## src/rtl/bcd_pkg.sv

```systemverilog
// Shared types and constants for the sequential binary-to-BCD converter.
package bcd_pkg;

   typedef enum logic [1:0] {
      IDLE     = 2'd0,
      SHIFT    = 2'd1,
      LOAD_OUT = 2'd2
   } state_t;

   localparam int          DIGIT_W    = 4;
   localparam logic [3:0]  ADJ_THRESH = 4'd5;
   localparam logic [3:0]  ADJ_ADD    = 4'd3;
   localparam logic [3:0]  BCD_NINE   = 4'h9;

endpackage

```

## src/rtl/bcd_digit_adjust.sv

```systemverilog
// Double-dabble digit correction: add 3 to a BCD digit that is 5 or more.
module bcd_digit_adjust
   import bcd_pkg::*;
(
   input  logic [DIGIT_W-1:0] din,
   output logic [DIGIT_W-1:0] dout
);

   // 4-bit wrap is intended; a corrected digit never carries into its neighbour.
   assign dout = (din >= ADJ_THRESH) ? din + ADJ_ADD : din;

endmodule

```

## src/rtl/bin_to_bcd_seq.sv

```systemverilog
// Sequential double-dabble converter: one shift per clock, start/done framed,
// result held steady for the display driver between conversions.
module bin_to_bcd_seq
   import bcd_pkg::*;
#(
   parameter int IN_W   = 13,
   parameter int DIGITS = 4
) (
   input  logic                  clk,
   input  logic                  rst,
   input  logic                  start,
   input  logic [IN_W-1:0]       bin,
   output logic                  busy,
   output logic                  done,
   output logic [4*DIGITS-1:0]   bcd,
   output logic                  ovf
);

   localparam int BCD_W = DIGIT_W * DIGITS;
   localparam int CNT_W = $clog2(IN_W + 1);
   localparam logic [BCD_W-1:0] ALL_NINES = {DIGITS{BCD_NINE}};

   state_t             state_reg, state_next;
   logic [IN_W-1:0]    shift_reg;
   logic [BCD_W-1:0]   scratch_reg;
   logic [BCD_W-1:0]   adj;
   logic [CNT_W-1:0]   count_reg;
   logic               sticky_reg;
   logic [BCD_W-1:0]   bcd_reg;
   logic               ovf_reg;
   logic               done_reg;

   genvar gi;
   generate
      for (gi = 0; gi < DIGITS; gi++) begin : g_adj
         bcd_digit_adjust u_adj (
            .din  (scratch_reg[gi*DIGIT_W +: DIGIT_W]),
            .dout (adj[gi*DIGIT_W +: DIGIT_W])
         );
      end
   endgenerate

   always_ff @(posedge clk) begin
      if (rst) state_reg <= IDLE;
      else     state_reg <= state_next;
   end

   always_comb begin
      state_next = state_reg;
      case (state_reg)
         IDLE:     if (start) state_next = SHIFT;
         SHIFT:    if (count_reg == CNT_W'(1)) state_next = LOAD_OUT;
         LOAD_OUT: state_next = IDLE;
         default:  state_next = IDLE;
      endcase
   end

   always_comb begin
      busy = (state_reg != IDLE);
   end

   always_ff @(posedge clk) begin
      if (rst) begin
         shift_reg   <= '0;
         scratch_reg <= '0;
         count_reg   <= '0;
         sticky_reg  <= 1'b0;
         bcd_reg     <= '0;
         ovf_reg     <= 1'b0;
         done_reg    <= 1'b0;
      end else begin
         done_reg <= 1'b0;
         case (state_reg)
            IDLE: begin
               if (start) begin
                  shift_reg   <= bin;
                  scratch_reg <= '0;
                  sticky_reg  <= 1'b0;
                  count_reg   <= CNT_W'(IN_W);
               end
            end
            SHIFT: begin
               // A 1 leaving the top digit means the value no longer fits.
               scratch_reg <= {adj[BCD_W-2:0], shift_reg[IN_W-1]};
               shift_reg   <= shift_reg << 1;
               if (adj[BCD_W-1]) sticky_reg <= 1'b1;
               count_reg   <= count_reg - CNT_W'(1);
            end
            LOAD_OUT: begin
               bcd_reg  <= sticky_reg ? ALL_NINES : scratch_reg;
               ovf_reg  <= sticky_reg;
               done_reg <= 1'b1;
            end
            default: ;
         endcase
      end
   end

   assign bcd  = bcd_reg;
   assign ovf  = ovf_reg;
   assign done = done_reg;

endmodule

```

## config.mk

```make
export PLATFORM = sky130hd
export DESIGN_NAME = bin_to_bcd_seq
export DESIGN_NICKNAME = d
export VERILOG_FILES = /design/src/rtl/bcd_pkg.sv /design/src/rtl/bcd_digit_adjust.sv /design/src/rtl/bin_to_bcd_seq.sv
export SDC_FILE = /design/constraint.sdc
export NUM_CORES = 1
export LEC_CHECK = 0
export ABC_CLOCK_PERIOD_IN_PS = 1550
export CAP_MARGIN = 20
export CORE_ASPECT_RATIO = 0.8
export CORE_UTILIZATION = 49
export CTS_CLUSTER_DIAMETER = 100
export DETAILED_ROUTE_END_ITERATION = 16
export GPL_TIMING_DRIVEN = 1
export PLACE_DENSITY = 0.76
export SLEW_MARGIN = 25
export SYNTH_ARGS = -nofsm -noshare
export SYNTH_HDL_FRONTEND = slang
export SYNTH_SLANG_ARGS = --single-unit
```

## constraint.sdc

```tcl
create_clock -name clk -period 1.55 [get_ports clk]
set_input_delay 0.31 -clock clk [delete_from_list [all_inputs] [get_ports clk]]
set_output_delay 0.31 -clock clk [all_outputs]
set_load 0.01 [all_outputs]
```

==> out/summary.txt, run 1 <==
==================================================================================================
Result of the run                                                                     complete, no violations
Yosys top cell by area                                                                     dfxtp_1
Worst slack on hold paths                                                                 0.455 ns
Hold Vio Cnt, Final                                                                              0
Std cell rows                                                                                   22
Leak Pwr                                                                                   1.25 nW
Final period utilization                                                                     96.9%
Crit path buffers/inverters                                                                      1
HPWL reported at the end of detailed placement                                             3970 µm
Worst hold path class                                                                 flip-flop to flip-flop
Count of fill cells added during filler insertion                                              397
DR iter-0 viols                                                                                116
Sequential-to-total area share from yosys stat                                               43.0%
Vias in the first global route                                                                2033
Power density normalized to cell area                                                   876 mW/mm²
Final standard cell utilization of the core                                                  66.1%
Timing-limited maximum frequency                                                         0.666 GHz
Startpoint type of the worst setup path                                                  flip-flop
IR drop worst, VDD                                                                        0.553 mV
DRC viols                                                                                        0
Max-cap viol count                                                                               0
Worst-case headroom to the max-slew limit                                                    58.7%
Drt via density                                                                               5.41
Share of final-layout standard cells stronger than drive strength 1                          17.0%
Slowest cell on the critical path                                                     clkdlybuf4s50_1
Overflow left after global routing                                                               0
Area share of the largest cell type after synthesis                                          43.0%
Critical Path, Cell by Cell                                                           clkdlybuf4s50_1
Number of synthesized register bits                                                             54
Largest fanout on the critical path                                                              2
Clock latency reported for the late side of the worst-skew pair                            0.31 ns
Most frequent cell after synthesis                                                         dfxtp_1
Minimum period implied by the final worst setup slack                                      1.50 ns
Vias                                                                                          2138
First-pass GRT wire length                                                                 9260 µm
H-tree depth reported by CTS                                                                     2
Endpoint type of the worst setup path                                                  output port
Post-synth ARST share                                                                           0%
Drt pass-1 iters                                                                                 4
Wire per inst                                                                              13.8 µm
Count of final max-slew check failures                                                           0
TritonCTS clock tree                                                                           yes
GRT Resource Usage Total                                                                     22.6%
Total wire length                                                                          5430 µm
Routed Antenna Nets                                                                              0
Cell area after synthesis                                                              0.00251 mm²
Effective utilization at floorplan                                                           52.8%
Synth top area cells                                                                  dfxtp_1 43%, nand2_1 6.4%, ha_1 5.0%
Die X-Extent                                                                               82.1 µm
Total Nets Final                                                                               360
Synth Area per Inst                                                                       8.66 µm²
Unrepaired setup endpoints after global routing                                               true
Gpl congestion                                                                               0.791
Inserted Clock Buffers                                                                           5
Synth cell count leaders                                                              54 x dfxtp_1, 43 x nand2_1, 23 x nor2_1
Most common flop cell mapped by yosys                                                      dfxtp_1
Initial antenna violation count                                                                  0
Count of clock tree sinks                                                                       54
Placeable core area                                                                    0.00476 mm²
Largest delay share family, worst path                                                buffers and inverters
Netlist cell types                                                                              35
Data required time of the worst path                                                       1.24 ns
Fin worst setup slack                                                                    0.0483 ns
Number of hold-repair buffers added at the cts stage                                             0
Count of mapped cells out of synthesis                                                         290
Synth warn                                                                                       0
Total of buffers placed on input and output ports                                               34
Maximum cell stage delay along the critical path                                           0.54 ns
Post-synth EDFFs                                                                                 0
Transition time of the tightest slew-check pin                                            0.619 ns
Clock root buffer                                                                         clkbuf_8
Maximum root-to-sink buffer count                                                                2
DIE HEIGHT                                                                                 66.0 µm
Critical path type                                                                    flip-flop to output port
Pin count of the biggest net entering global routing                                            23
Worst Path Arrival                                                                         1.19 ns
Layout-stage area growth over the synthesis result                                           25.2%
Mapped Nets                                                                                    316
Largest clock skew in the final design                                                  0.00558 ns
Boundary Pins                                                                                   35
Die ar.                                                                                0.00542 mm²
Minimum setup slack after placement                                                      -0.153 ns
Diodes inserted                                                                                  0
Clock transition time at the flip-flop clock pins of the worst setup and hold paths        0.09 ns
Final setup violating endpoints                                                                  0
==================================================================================================
[power by group]
group	internal, mW	switching [mW]
Combinational	0.183	0.193
Clock	0.452	0.443
Sequential	1.44	0.0424
Total	2.08	0.679
[cell type report]
| type | instances | area, µm² | area share, % |
|---|---|---|---|
| Clock buffer | 8 | 110 | 3.50 |
| Inverter | 11 | 41.3 | 1.31 |
| Tap cell | 60 | 75.1 | 2.39 |
| Sequential cell | 54 | 1090 | 34.7 |
| Multi-Input combinational cell | 205 | 1280 | 40.6 |
| Timing Repair Buffer | 57 | 551 | 17.5 |
[path summary, 6_finish.rpt]
check	end	start	depth (start not counted)	slack [ns]
worst min-delay path	bcd[2]$_SDFFE_PP0P_	bcd[2]$_SDFFE_PP0P_	2	0.45
worst max register to register	scratch_reg[14]$_SDFFE_PP0P_	scratch_reg[13]$_SDFFE_PP0P_	6	0.11
worst min register to register	bcd[2]$_SDFFE_PP0P_	bcd[2]$_SDFFE_PP0P_	2	0.45
worst max-delay path	bcd[15]	bcd[15]$_SDFFE_PP0P_	1	0.05
[layout by cell type, fill, tap and decap left out, drive strengths merged]
master	n
a21oi	21
nand2b	8
xnor2	4
clkbuf	8
nand2	43
clkdlybuf4s50	29
xor2	3
nand3b	7
nor3	22
dlygate4sd2	1
a311oi	13
or3	4
o21ba	1
a22o	4
dlymetal6s2s	4
o21ai	17
and3	1
buf	23
o21bai	1
o31ai	2
ha	10
a211oi	3
nor2	29
dfxtp	54
mux2	1
mux2i	3
inv	11
nand3	4
o21a	1
nor3b	1
nor2b	2
[logic make-up (layout without fill, tap and decap cells)]
family	count (synthesis)	after routing	share of synthesized area, %
adder cells (fa/ha/maj)	10	10	4.98
buffers and inverters	31	76	6.92
AND/OR/NAND/NOR	121	121	23.2
multiplexers	4	4	1.64
AO/OA/AOI/OAI	63	63	17.8
flip-flops	54	54	43.0
XOR/XNOR	7	7	2.44
[what timing repair did]
action | 4_1_cts | 5_1_grt
pin swaps | 0 | 0
setup buffers | 1 | 0
gates resized for setup | 5 | 14
setup endpoints to repair | 1 | 12
cloned | 0 | 0
[per-stage QoR]
stage | cells | setup TNS (ns) | power, mW | instance area (µm²)
finish | 395 | 0 | 2.75 | 3150
global route | 395 | -0.00508 | 2.88 | 3150
CTS | 395 | 0 | 2.77 | 3110
detailed placement | 386 | -1.67 | 1.89 | 2990
global placement | 386 | -1.29 | 1.88 | 2990
floorplan | 290 | 0 | 1.75 | 2510
[worst register-to-register path: cells and delay by family, from the launching register on]
kind | cells | cell delay, ns
adders and majority gates | 1 | 0.17
and+or+nand+nor | 1 | 0.16
muxes | 1 | 0.35
AOI/OAI and AO/OA | 2 | 0.29
buffers and inverters | 1 | 0.07
DFF | 1 | 0.34
[per-layer routing]
layer	global-route usage (%)	share of wire [%]
met5	0	0
met4	6.80	0.94
met3	5.66	5.7
met2	34.7	42
met1	30.8	51
Note: power is estimated with default switching activity, not from simulation.
==> run 2: changes to the inputs <==
- CAP_MARGIN: 20 -> 25
==> results of run 2 <==
The final DEF is identical to that of run 1; final timing and power are the same.
==> run 3: changes to the inputs <==
- ABC_CLOCK_PERIOD_IN_PS: 1550 -> 1700
- CORE_UTILIZATION: 49 -> 54
- PLACE_DENSITY: 0.76 -> 0.79
- clock period: 1.55 -> 1.7 ns (I/O delays scaled with it)
==> out/summary.txt, run 3 (synthesized netlist as in run 1, its figures left out) <==
==================================================================================================
Result of the run                                                                     complete, no violations
Clock transition time at the flip-flop clock pins of the worst setup and hold paths        0.09 ns   about the same
Worst Path Arrival                                                                         1.83 ns   +0.64 ns
Maximum cell stage delay along the critical path                                           0.38 ns   -0.16 ns
Largest clock skew in the final design                                                  0.00854 ns   +0.00296 ns
Slowest cell on the critical path                                                          dfxtp_1
Number of cells on the worst hold path                                                           2   unchanged
Gpl congestion                                                                               0.791   about the same
Multi-input logic area                                                                 0.00126 mm²   -1.6%
Minimum setup slack after placement                                                      0.0240 ns   +0.177 ns
Instance area after placement                                                          0.00297 mm²   -0.63%
Fin worst setup slack                                                                     0.103 ns   +0.0548 ns
Inserted Clock Buffers                                                                           5   unchanged
Depth of the most critical reg-to-reg path                                                       6   unchanged
Worst slack on hold paths                                                                 0.454 ns   -0.00116 ns
Layout-stage area growth over the synthesis result                                           22.4%
Clock root buffer                                                                         clkbuf_8
Die ar.                                                                                0.00493 mm²   -9.0%
First-pass GRT wire length                                                                 9340 µm   +0.82%
Timing-limited maximum frequency                                                         0.626 GHz
Critical R2R Capture                                                                  scratch_reg[14]$_SDFFE_PP0P_
Initial antenna violation count                                                                  0   unchanged
Hold path start                                                                       bcd[5]$_SDFFE_PP0P_
Count of final max-slew check failures                                                           0   unchanged
GRT Resource Usage Total                                                                     24.3%   +1.8 points
Leak Pwr                                                                                   1.16 nW   -6.9%
Count of clock tree sinks                                                                       54   unchanged
Worst R2R Start                                                                       scratch_reg[13]$_SDFFE_PP0P_
Power density normalized to cell area                                                   780 mW/mm²   -11%
Most used cells in the layout excluding fill and tap cells                            52 x dfxtp_1, 43 x nand2_1, 33 x clkdlybuf4s50_1, 23 x nor2_1, 22 x nor3_1
IR drop worst, VDD                                                                        0.438 mV   -21%
Register Area                                                                          0.00109 mm²   -0.23%
Minimum period implied by the final worst setup slack                                      1.60 ns
Timing startpoint of the critical path                                                scratch_reg[13]$_SDFFE_PP0P_
Share of final-layout standard cells stronger than drive strength 1                          13.9%   -3.2 points
Boundary Pins                                                                                   35   unchanged
DIE HEIGHT                                                                                 63.0 µm   -4.6%
Maximum root-to-sink buffer count                                                                2   unchanged
Leading cell type in the layout, fill and taps excluded                                    dfxtp_1
Startpoint type of the worst setup path                                                  flip-flop
Transition time of the tightest slew-check pin                                            0.503 ns   -0.116 ns
Clock latency reported for the late side of the worst-skew pair                            0.31 ns   about the same
Critical path type                                                                    flip-flop to flip-flop
Power consumption                                                                          2.40 mW   -13%
Final non-filler cell area                                                             0.00307 mm²   -2.3%
Final setup violating endpoints                                                                  0   unchanged
Post-route setup TNS                                                                          0 ns   unchanged
Finished Layout Cells                                                                          389   -1.5%
Wire per inst                                                                              14.1 µm   +2.2%
WHS Endpoint                                                                          bcd[5]$_SDFFE_PP0P_
Hold Vio Cnt, Final                                                                              0   unchanged
Total Nets Final                                                                               359   -0.28%
Vias                                                                                          2155   +0.80%
Diodes inserted                                                                                  0   unchanged
Data required time of the worst path                                                       1.93 ns   +0.69 ns
Std cell rows                                                                                   21   -4.5%
Drt via density                                                                               5.54   +2.3%
Post-placement cell count                                                                      381   -1.3%
Total of buffers placed on input and output ports                                               34   unchanged
Effective utilization at floorplan                                                           58.3%   +5.5 points
Largest fanout on the critical path                                                              4   +2
Final period utilization                                                                     93.9%
Unrepaired setup endpoints after global routing                                              false
Count of fill cells added during filler insertion                                              363   -8.6%
Total wire length                                                                          5470 µm   +0.66%
Overflow left after global routing                                                               0   unchanged
Slack of the worst reg-to-reg path                                                         0.10 ns   about the same
TritonCTS clock tree                                                                           yes
DRC viols                                                                                        0   unchanged
Worst-case headroom to the max-slew limit                                                    66.4%   +7.8 points
Max-cap viol count                                                                               0   unchanged
Placeable core area                                                                    0.00431 mm²   -9.5%
Routed Antenna Nets                                                                              0   unchanged
Vias in the first global route                                                                2033   unchanged
Drt pass-1 iters                                                                                 4   unchanged
H-tree depth reported by CTS                                                                     2   unchanged
Final standard cell utilization of the core                                                  71.3%   +5.3 points
Pin count of the biggest net entering global routing                                            20   -13%
Endpoint type of the worst setup path                                                    flip-flop
Critical Path, Cell by Cell                                                           inv_1 -> ha_1 -> nand2b_1 -> a21oi_1 -> mux2_2 -> o21ai_0
Worst hold path class                                                                 flip-flop to flip-flop
DR iter-0 viols                                                                                146   +26%
HPWL reported at the end of detailed placement                                             3820 µm   -3.8%
Die X-Extent                                                                               78.3 µm   -4.6%
==================================================================================================
[run 3: cell types whose count changed in the layout (fill, tap and decap cells not counted), sizes merged]
cell / before / now
dlygate4sd2: 1 / 0
dlymetal6s2s: 4 / 1
buf: 23 / 22
clkdlybuf4s50: 29 / 33
clkbuf: 8 / 6
[run 3: metal layers]
layer,global-route usage [%],part of all wire [%],vias to the layer above
met3,3.80,5.8,8
met2,38.2,45,65
met5,0,0,-
met1,33.3,48,998
met4,9.95,1.2,0
li1,-,-,1084
[run 3: worst max-delay path: cells and delay by family (launching register included)]
kind | cells | cell delay [ns]
AO/OA/AOI/OAI | 2 | 0.35
buffers and inverters | 1 | 0.10
AND/OR/NAND/NOR | 1 | 0.14
adder cells (fa/ha/maj) | 1 | 0.19
flip-flops | 1 | 0.38
multiplexers | 1 | 0.36
[run 3: where the power goes]
group	switching, mW	internal (mW)	leakage, nW
clock network	0.384	0.315	0.0431
logic	0.178	0.167	0.675
registers	0.0377	1.31	0.441
total	0.600	1.80	1.16
[run 3: cell type report]
cell class | count | area share [%]
Sequential cell | 54 | 35.4
Inverter | 11 | 1.34
Tap cell | 57 | 2.32
Clock buffer | 6 | 2.69
Timing Repair Buffer | 56 | 17.3
Multi-Input combinational cell | 205 | 40.9
[run 3: worst max path at each step]
stage and to:
5_1_grt scratch_reg[14]$_SDFFE_PP0P_, 3_3_place_gp shift_reg[10]$_SDFFE_PP0P_, 6_report scratch_reg[14]$_SDFFE_PP0P_, 3_5_place_dp shift_reg[1]$_SDFFE_PP0P_
2_1_floorplan scratch_reg[14]$_SDFFE_PP0P_, 4_1_cts busy
[run 3: what timing repair did]
action,in CTS,in global routing
cloned,0,0
resized for setup,3,2
endpoints found under the setup margin,1,1
hold buffers,0,0
setup buffers,0,2
